===== src/rtl/uart_tx_pkg.sv =====
// ============================================================================
// Module   : uart_tx_pkg
// Desc     : Shared states and frame constants for the CTS-gated UART transmitter.
// Options  : UART_TX_PARITY_EN selects the 11-bit (8E1) frame length.
// Revision : 1.0 - initial release
// ============================================================================
`default_nettype none

package uart_tx_pkg;

    typedef enum logic [2:0] {
        IDLE   = 3'd0,
        START  = 3'd1,
        DATA   = 3'd2,
        STOP   = 3'd3,
        PARITY = 3'd4
    } uart_tx_state_e;

    localparam int   UART_DATA_BITS  = 8;
`ifdef UART_TX_PARITY_EN
    localparam int   UART_FRAME_BITS = 11;
`else
    localparam int   UART_FRAME_BITS = 10;
`endif
    localparam logic UART_IDLE_LEVEL = 1'b1;

    // A zero divisor would stall the bit counter, so it runs at one clock per bit.
    function automatic logic [15:0] eff_divisor(input logic [15:0] divisor);
        return (divisor == 16'd0) ? 16'd1 : divisor;
    endfunction

endpackage

`default_nettype wire


===== src/rtl/uart_tx_fifo.sv =====
// ============================================================================
// Module   : uart_tx_fifo
// Desc     : Synchronous power-of-two FIFO; pushes are dropped while full and
//            pops are ignored while empty.
// Revision : 1.0 - initial release
// ============================================================================
`default_nettype none

module uart_tx_fifo
    import uart_tx_pkg::*;
#(
    parameter int DEPTH = 16,
    parameter int WIDTH = 8,
    parameter int CNT_W = $clog2(DEPTH) + 1
) (
    input  logic             clk,
    input  logic             rst_n,
    input  logic             push,
    input  logic [WIDTH-1:0] push_data,
    input  logic             pop,
    output logic [WIDTH-1:0] pop_data,
    output logic             full,
    output logic             empty,
    output logic [CNT_W-1:0] count
);

    localparam int c_ADDR_W = $clog2(DEPTH);

    logic [WIDTH-1:0]    r_mem [DEPTH];
    logic [c_ADDR_W-1:0] r_wr_ptr;
    logic [c_ADDR_W-1:0] r_rd_ptr;
    logic [CNT_W-1:0]    r_count;
    logic                w_do_push;
    logic                w_do_pop;

    assign full      = (r_count == CNT_W'(DEPTH));
    assign empty     = (r_count == '0);
    assign count     = r_count;
    assign pop_data  = r_mem[r_rd_ptr];
    assign w_do_push = push && !full;
    assign w_do_pop  = pop && !empty;

    always_ff @(posedge clk) begin
        if (!rst_n) begin
            r_wr_ptr <= '0;
            r_rd_ptr <= '0;
            r_count  <= '0;
        end else begin
            if (w_do_push) begin
                r_wr_ptr <= r_wr_ptr + 1'b1;
            end
            if (w_do_pop) begin
                r_rd_ptr <= r_rd_ptr + 1'b1;
            end
            case ({w_do_push, w_do_pop})
                2'b10:   r_count <= r_count + 1'b1;
                2'b01:   r_count <= r_count - 1'b1;
                default: r_count <= r_count;
            endcase
        end
    end

    // Storage carries no reset so it can map onto distributed RAM.
    always_ff @(posedge clk) begin
        if (w_do_push) begin
            r_mem[r_wr_ptr] <= push_data;
        end
    end

endmodule

`default_nettype wire


===== src/rtl/uart_tx_fc.sv =====
// ============================================================================
// Module   : uart_tx_fc
// Desc     : FIFO-buffered 8N1 UART transmitter; CTS is sampled only when a
//            frame starts, so a frame in flight always completes.
// Options  : UART_TX_PARITY_EN inserts an even-parity bit (8E1).
// Revision : 1.0 - initial release
// ============================================================================
`default_nettype none

module uart_tx_fc
    import uart_tx_pkg::*;
#(
    parameter int FIFO_DEPTH = 16,
    parameter int CNT_W      = $clog2(FIFO_DEPTH) + 1
) (
    input  logic             clk,
    input  logic             rst_n,
    input  logic [7:0]       tx_data,
    input  logic             tx_valid,
    output logic             tx_ready,
    input  logic [15:0]      baud_divisor,
    input  logic             uart_cts_n,
    output logic             uart_tx,
    output logic             tx_busy,
    output logic             byte_transmitted,
    output logic [CNT_W-1:0] fifo_count
);

    uart_tx_state_e r_state;
    uart_tx_state_e w_state_next;
    logic           r_cts_meta;
    logic           r_cts_sync;
    logic           w_cts_ok;
    logic [7:0]     r_shift;
    logic [7:0]     w_shift_next;
    logic [15:0]    r_div;
    logic [15:0]    w_div_next;
    logic [15:0]    r_bit_cnt;
    logic [15:0]    w_bit_cnt_next;
    logic [2:0]     r_bit_idx;
    logic [2:0]     w_bit_idx_next;
    logic           r_tx;
    logic           w_tx_next;
    logic           w_bit_end;
    logic           w_can_start;
    logic           w_load;
    logic [15:0]    w_eff_div;
    logic           w_pop;
    logic [7:0]     w_fifo_head;
    logic           w_fifo_full;
    logic           w_fifo_empty;
`ifdef UART_TX_PARITY_EN
    logic           r_parity;
    logic           w_parity_next;
`endif

    uart_tx_fifo #(
        .DEPTH (FIFO_DEPTH),
        .WIDTH (UART_DATA_BITS),
        .CNT_W (CNT_W)
    ) u_fifo (
        .clk       (clk),
        .rst_n     (rst_n),
        .push      (tx_valid),
        .push_data (tx_data),
        .pop       (w_pop),
        .pop_data  (w_fifo_head),
        .full      (w_fifo_full),
        .empty     (w_fifo_empty),
        .count     (fifo_count)
    );

    assign tx_ready         = !w_fifo_full;
    assign uart_tx          = r_tx;
    assign tx_busy          = (r_state != IDLE) || !w_fifo_empty;
    assign byte_transmitted = (r_state == STOP) && w_bit_end;

    assign w_cts_ok    = !r_cts_sync;
    assign w_bit_end   = (r_bit_cnt == 16'd0);
    assign w_can_start = !w_fifo_empty && w_cts_ok;
    assign w_eff_div   = eff_divisor(baud_divisor);

    always_comb begin
        w_state_next   = r_state;
        w_shift_next   = r_shift;
        w_div_next     = r_div;
        w_bit_cnt_next = r_bit_cnt;
        w_bit_idx_next = r_bit_idx;
        w_load         = 1'b0;
        w_pop          = 1'b0;
`ifdef UART_TX_PARITY_EN
        w_parity_next  = r_parity;
`endif

        case (r_state)
            IDLE: begin
                w_load = w_can_start;
            end
            START: begin
                if (w_bit_end) begin
                    w_state_next   = DATA;
                    w_bit_cnt_next = r_div - 16'd1;
                end else begin
                    w_bit_cnt_next = r_bit_cnt - 16'd1;
                end
            end
            DATA: begin
                if (w_bit_end) begin
                    w_bit_cnt_next = r_div - 16'd1;
                    if (r_bit_idx == 3'(UART_DATA_BITS - 1)) begin
`ifdef UART_TX_PARITY_EN
                        w_state_next = PARITY;
`else
                        w_state_next = STOP;
`endif
                    end else begin
                        w_bit_idx_next = r_bit_idx + 3'd1;
                        w_shift_next   = {1'b0, r_shift[7:1]};
                    end
                end else begin
                    w_bit_cnt_next = r_bit_cnt - 16'd1;
                end
            end
`ifdef UART_TX_PARITY_EN
            PARITY: begin
                if (w_bit_end) begin
                    w_state_next   = STOP;
                    w_bit_cnt_next = r_div - 16'd1;
                end else begin
                    w_bit_cnt_next = r_bit_cnt - 16'd1;
                end
            end
`endif
            STOP: begin
                if (w_bit_end) begin
                    // Chain straight into the next start bit when a byte is ready.
                    if (w_can_start) begin
                        w_load = 1'b1;
                    end else begin
                        w_state_next = IDLE;
                    end
                end else begin
                    w_bit_cnt_next = r_bit_cnt - 16'd1;
                end
            end
            default: begin
                w_state_next = IDLE;
            end
        endcase

        if (w_load) begin
            w_state_next   = START;
            w_pop          = 1'b1;
            w_shift_next   = w_fifo_head;
            w_div_next     = w_eff_div;
            w_bit_cnt_next = w_eff_div - 16'd1;
            w_bit_idx_next = 3'd0;
`ifdef UART_TX_PARITY_EN
            w_parity_next  = ^w_fifo_head;
`endif
        end

        // Line level follows the upcoming state so the pin is a clean flop output.
        case (w_state_next)
            START:   w_tx_next = 1'b0;
            DATA:    w_tx_next = w_shift_next[0];
`ifdef UART_TX_PARITY_EN
            PARITY:  w_tx_next = w_parity_next;
`endif
            default: w_tx_next = UART_IDLE_LEVEL;
        endcase
    end

    always_ff @(posedge clk) begin
        if (!rst_n) begin
            r_cts_meta <= 1'b1;
            r_cts_sync <= 1'b1;
        end else begin
            r_cts_meta <= uart_cts_n;
            r_cts_sync <= r_cts_meta;
        end
    end

    always_ff @(posedge clk) begin
        if (!rst_n) begin
            r_state   <= IDLE;
            r_shift   <= 8'd0;
            r_div     <= 16'd1;
            r_bit_cnt <= 16'd0;
            r_bit_idx <= 3'd0;
            r_tx      <= UART_IDLE_LEVEL;
`ifdef UART_TX_PARITY_EN
            r_parity  <= 1'b0;
`endif
        end else begin
            r_state   <= w_state_next;
            r_shift   <= w_shift_next;
            r_div     <= w_div_next;
            r_bit_cnt <= w_bit_cnt_next;
            r_bit_idx <= w_bit_idx_next;
            r_tx      <= w_tx_next;
`ifdef UART_TX_PARITY_EN
            r_parity  <= w_parity_next;
`endif
        end
    end

endmodule

`default_nettype wire


===== config.mk =====
export PLATFORM = sky130hd
export DESIGN_NAME = uart_tx_fc
export DESIGN_NICKNAME = d
export VERILOG_FILES = /design/src/rtl/uart_tx_pkg.sv /design/src/rtl/uart_tx_fifo.sv /design/src/rtl/uart_tx_fc.sv
export SDC_FILE = /design/constraint.sdc
export NUM_CORES = 1
export LEC_CHECK = 0
export ABC_AREA = 1
export BUFFER_PORTS_ARGS = -buffer_cell sky130_fd_sc_hd__buf_4
export CORE_AREA = 3 3 128 154
export CTS_BUF_LIST = sky130_fd_sc_hd__clkbuf_2 sky130_fd_sc_hd__clkbuf_4 sky130_fd_sc_hd__clkbuf_8
export CTS_CLUSTER_DIAMETER = 30
export DETAILED_ROUTE_END_ITERATION = 10
export DIE_AREA = 0 0 131 157
export PLACE_DENSITY_LB_ADDON = 0.3
export SYNTH_ARGS = -nofsm -noshare
export SYNTH_HDL_FRONTEND = slang
export SYNTH_SLANG_ARGS = --single-unit

===== constraint.sdc =====
create_clock -name clk -period 3.08 [get_ports clk]
set_input_delay 0.616 -clock clk [delete_from_list [all_inputs] [get_ports clk]]
set_output_delay 0.616 -clock clk [all_outputs]
set_load 0.03 [all_outputs]

==> summary.txt <==
Power and ir drop
  – Sequential fraction of design power: 54.5%
  – Int Pwr: 3.757 mW
  – Comb power frac: 14.7%
  – Worst VDD drop: 0.0002531 V
  – Power Density: 521.3 mW/mm^2
  – Clock Power Share: 30.9%
  – Switching Fraction: 28.49%
  – Leak: 3.911 nW
  – Switching power: 1.497 mW

Routing
  – Drt wl/cell: 16.42 um
  – DRC viols: 0
  – DRT iter0 DRCs: 669
  – Antenna viol nets, final: 0
  – Total routed wirelength: 21080 um
  – Via count: 6930
  – First-pass iteration count of the detailed router: 5
  – Vias per Instance: 5.397

Global route
  – Initial antenna violation count: 0
  – GRT Overall Usage: 21.17%
  – First-pass GRT wire length: 33640 um
  – Largest net degree at the start of global routing: 65
  – Gr ovfl total: 0
  – Vias in the first global route: 6525

Hold path
  – Worst Hold Class: in2reg

Synthesis
  – Sequential cell area fraction in the yosys report: 56.66%
  – Synth Area per Inst: 9.274 um^2
  – Post-Synthesis Net Count: 1024
  – FF+latch count, synth: 194
  – Total number of yosys warnings: 0
  – Unique masters post-synth: 50
  – Area of the mapped netlist: 0.009116 mm^2
  – Syn Inst Count: 983

Timing
  – RSZ-0062 raised after global routing: no
  – Post-route clock period utilization: 82.05%
  – Achievable Freq: 395.7 MHz
  – Skew final: 0.01747 ns
  – Max-slew violation count: 0
  – Final min period: 2.527 ns
  – Final Hold Fails: 0
  – Worst rel slew slack: 39.98%
  – Total negative slack: 0 ns
  – Worst-Margin Slew: 0.8970 ns
  – Final setup viols: 0

Setup path
  – Worst setup EP type: flip-flop
  – Max FO, Critical Path: 5
  – Worst setup path category: reg2reg
  – Worst Path Required: 3.49 ns
  – Startpoint types: flip-flop
  – Worst EP arrival: 2.94 ns

Floorplan
  – Die width: 131 um
  – Die ar.: 0.02057 mm^2
  – I/O pin count: 37
  – Core ar.: 0.01831 mm^2
  – Die Height: 157 um
  – Initial core utilization: 49.79%
  – FP Rows: 54

Placed design
  – Final GP Congestion: 0.9095
  – Placed insts: 1253
  – IO buf count: 36
  – DP HPWL: 14000 um

Status
  – Status: finished, final reports clean

Flow run
  – Max-Cap Viols: 0

Finish
  – Commonest non-fill, non-tap cell in the layout: nor2_1
  – Cell Count, Final, Fillers Out: 1284
  – Most frequent cells in the layout: 160 x nor2_1, 144 x nand2_1, 128 x edfxtp_1, 116 x o21ai_0, 75 x inv_1
  – Fin nets: 1061
  – Fillers: 1641
  – Share of layout cells above drive strength 1: 11.63%
  – Ant. Diodes: 0
  – Area Growth Syn to Fin: 10.54%

Clocking
  – Post_cts resized: 0
  – H-Tree Depth: 4
  – Post-CTS Setup Inserts: 0
  – CTS tree: yes
  – Worst-case clock buffer depth: 2
  – Clock transition at path regs: 0.10 ns
  – TritonCTS Sinks: 194
  – Latest clock arrival within the worst-skew pair: 0.47 ns
  – Cts hold-fix bufs: 0
  – CTS root buf: clkbuf_8
  – Cts bufs inserted: 17
## power by group through the flow
stage | registers, mW | logic [mW] | clock network (mW)
2_1_floorplan | 2.92 | 0.538 | 0
3_3_place_gp | 2.92 | 0.760 | 0
3_5_place_dp | 2.92 | 0.765 | 0
4_1_cts | 2.86 | 0.768 | 1.65
5_1_grt | 2.87 | 0.870 | 1.77
6_report | 2.86 | 0.770 | 1.62
## per-stage QoR
stage               power [mW]  utilization (%)  area, um^2  setup slack, ns  hold WS, ns
finish                   5.254            55.04       10080           0.5529       0.3257
global route             5.508            55.04       10080           0.2850       0.3051
CTS                      5.278            55.04       10080           0.5423       0.3053
detailed placement       3.686            52.95        9694           0.3669       0.4078
global placement         3.681            52.95        9694           0.4610       0.3974
floorplan                3.461                -        9116           0.5812       0.3925
## layout make-up
| type | count | area [um^2] | share of cell area (%) |
|---|---|---|---|
| Clock buffer | 18 | 241.5 | 2.396 |
| Clock inverter | 13 | 141.4 | 1.403 |
| Inverter | 82 | 315.3 | 3.129 |
| Multi-Input combinational cell | 667 | 3450 | 34.23 |
| Sequential cell | 194 | 5166 | 51.27 |
| Tap cell | 252 | 315.3 | 3.129 |
| Timing Repair Buffer | 58 | 447.9 | 4.445 |
## logic make-up (layout without fill, tap and decap cells)
kind of cell	Yosys count	after routing	share of synthesized area, %
adder cells (fa/ha/maj)	13	13	1.784
buffers and inverters	122	171	5.504
other	1	1	0.04114
XOR/XNOR	26	26	2.498
AND/OR/NAND/NOR	411	411	19.70
AO/OA/AOI/OAI	216	216	13.82
flip-flops	194	194	56.66
## per-layer routing
| metal | routed length, um | track usage, % |
|---|---|---|
| met5 | 0 | 0 |
| met4 | 577 | 8.427 |
| met3 | 1023 | 3.734 |
| met1 | 9101 | 27.63 |
| met2 | 10380 | 34.90 |
## registers in the layout (all words and copies together), names as in the netlist, named ones only
name,count
u_fifo.r_mem,128
r_bit_cnt,16
r_div,16
r_shift,8
u_fifo.count,5
u_fifo.r_rd_ptr,4
u_fifo.r_wr_ptr,4
r_bit_idx,3
r_state,3
r_cts_meta,1
r_cts_sync,1
uart_tx,1
## critical path, cell delays in order, from the launching register on
cell	delay, ns
dfxtp_1	0.33
inv_1	0.09
ha_1	0.23
nand2_4	0.09
nor2_2	0.15
nand3_2	0.15
nand2_4	0.13
nand2_8	0.06
inv_6	0.05
ha_1	0.25
xnor2_1	0.17
inv_1	0.06
ha_1	0.17
inv_1	0.05
nand2_1	0.08
nand2_1	0.09
nand3_1	0.08
nand2_1	0.07
nand2_1	0.04
a21oi_1	0.12
## final timing paths
path	start	endpoint	slack [ns]	depth (start not counted)
setup / recovery	r_bit_cnt[0]$_SDFFE_PN0P_	u_fifo.count[4]$_SDFFE_PN0P_	0.55	19
hold / removal	uart_cts_n	r_cts_meta$_SDFF_PN1_	0.33	2
setup reg to reg	r_bit_cnt[0]$_SDFFE_PN0P_	u_fifo.count[4]$_SDFFE_PN0P_	0.55	19
hold reg to reg	r_cts_meta$_SDFF_PN1_	r_cts_sync$_SDFF_PN1_	0.43	1
## cells in the mapped netlist, drive strengths merged
master	n	area share, %
inv	80	3.4
and3	4	0.27
or2	3	0.21
nor3	17	1.1
nor4	1	0.069
edfxtp	128	42
clkbuf	26	1.1
o21ai	119	6.6
nand4	18	1.2
o31ai	1	0.23
o211ai	12	0.99
clkinv	2	0.082
ha	13	1.8
o221ai	23	2.2
o21a	1	0.082
nor3b	1	0.082
a31o	1	0.096
nand3	46	2.6
nand3b	2	0.16
xnor2	7	0.67
nor2	168	7.2
a21boi	1	0.082
dfxtp	66	14
a221oi	2	0.19
a21oi	47	2.7
buf	14	0.97
a221o	2	0.22
or3	1	0.069
conb	1	0.041
a31oi	1	0.069
nand2	150	6.7
xor2	19	1.8
o22ai	6	0.41
No activity file was read; power rests on OpenSTA's default activity.
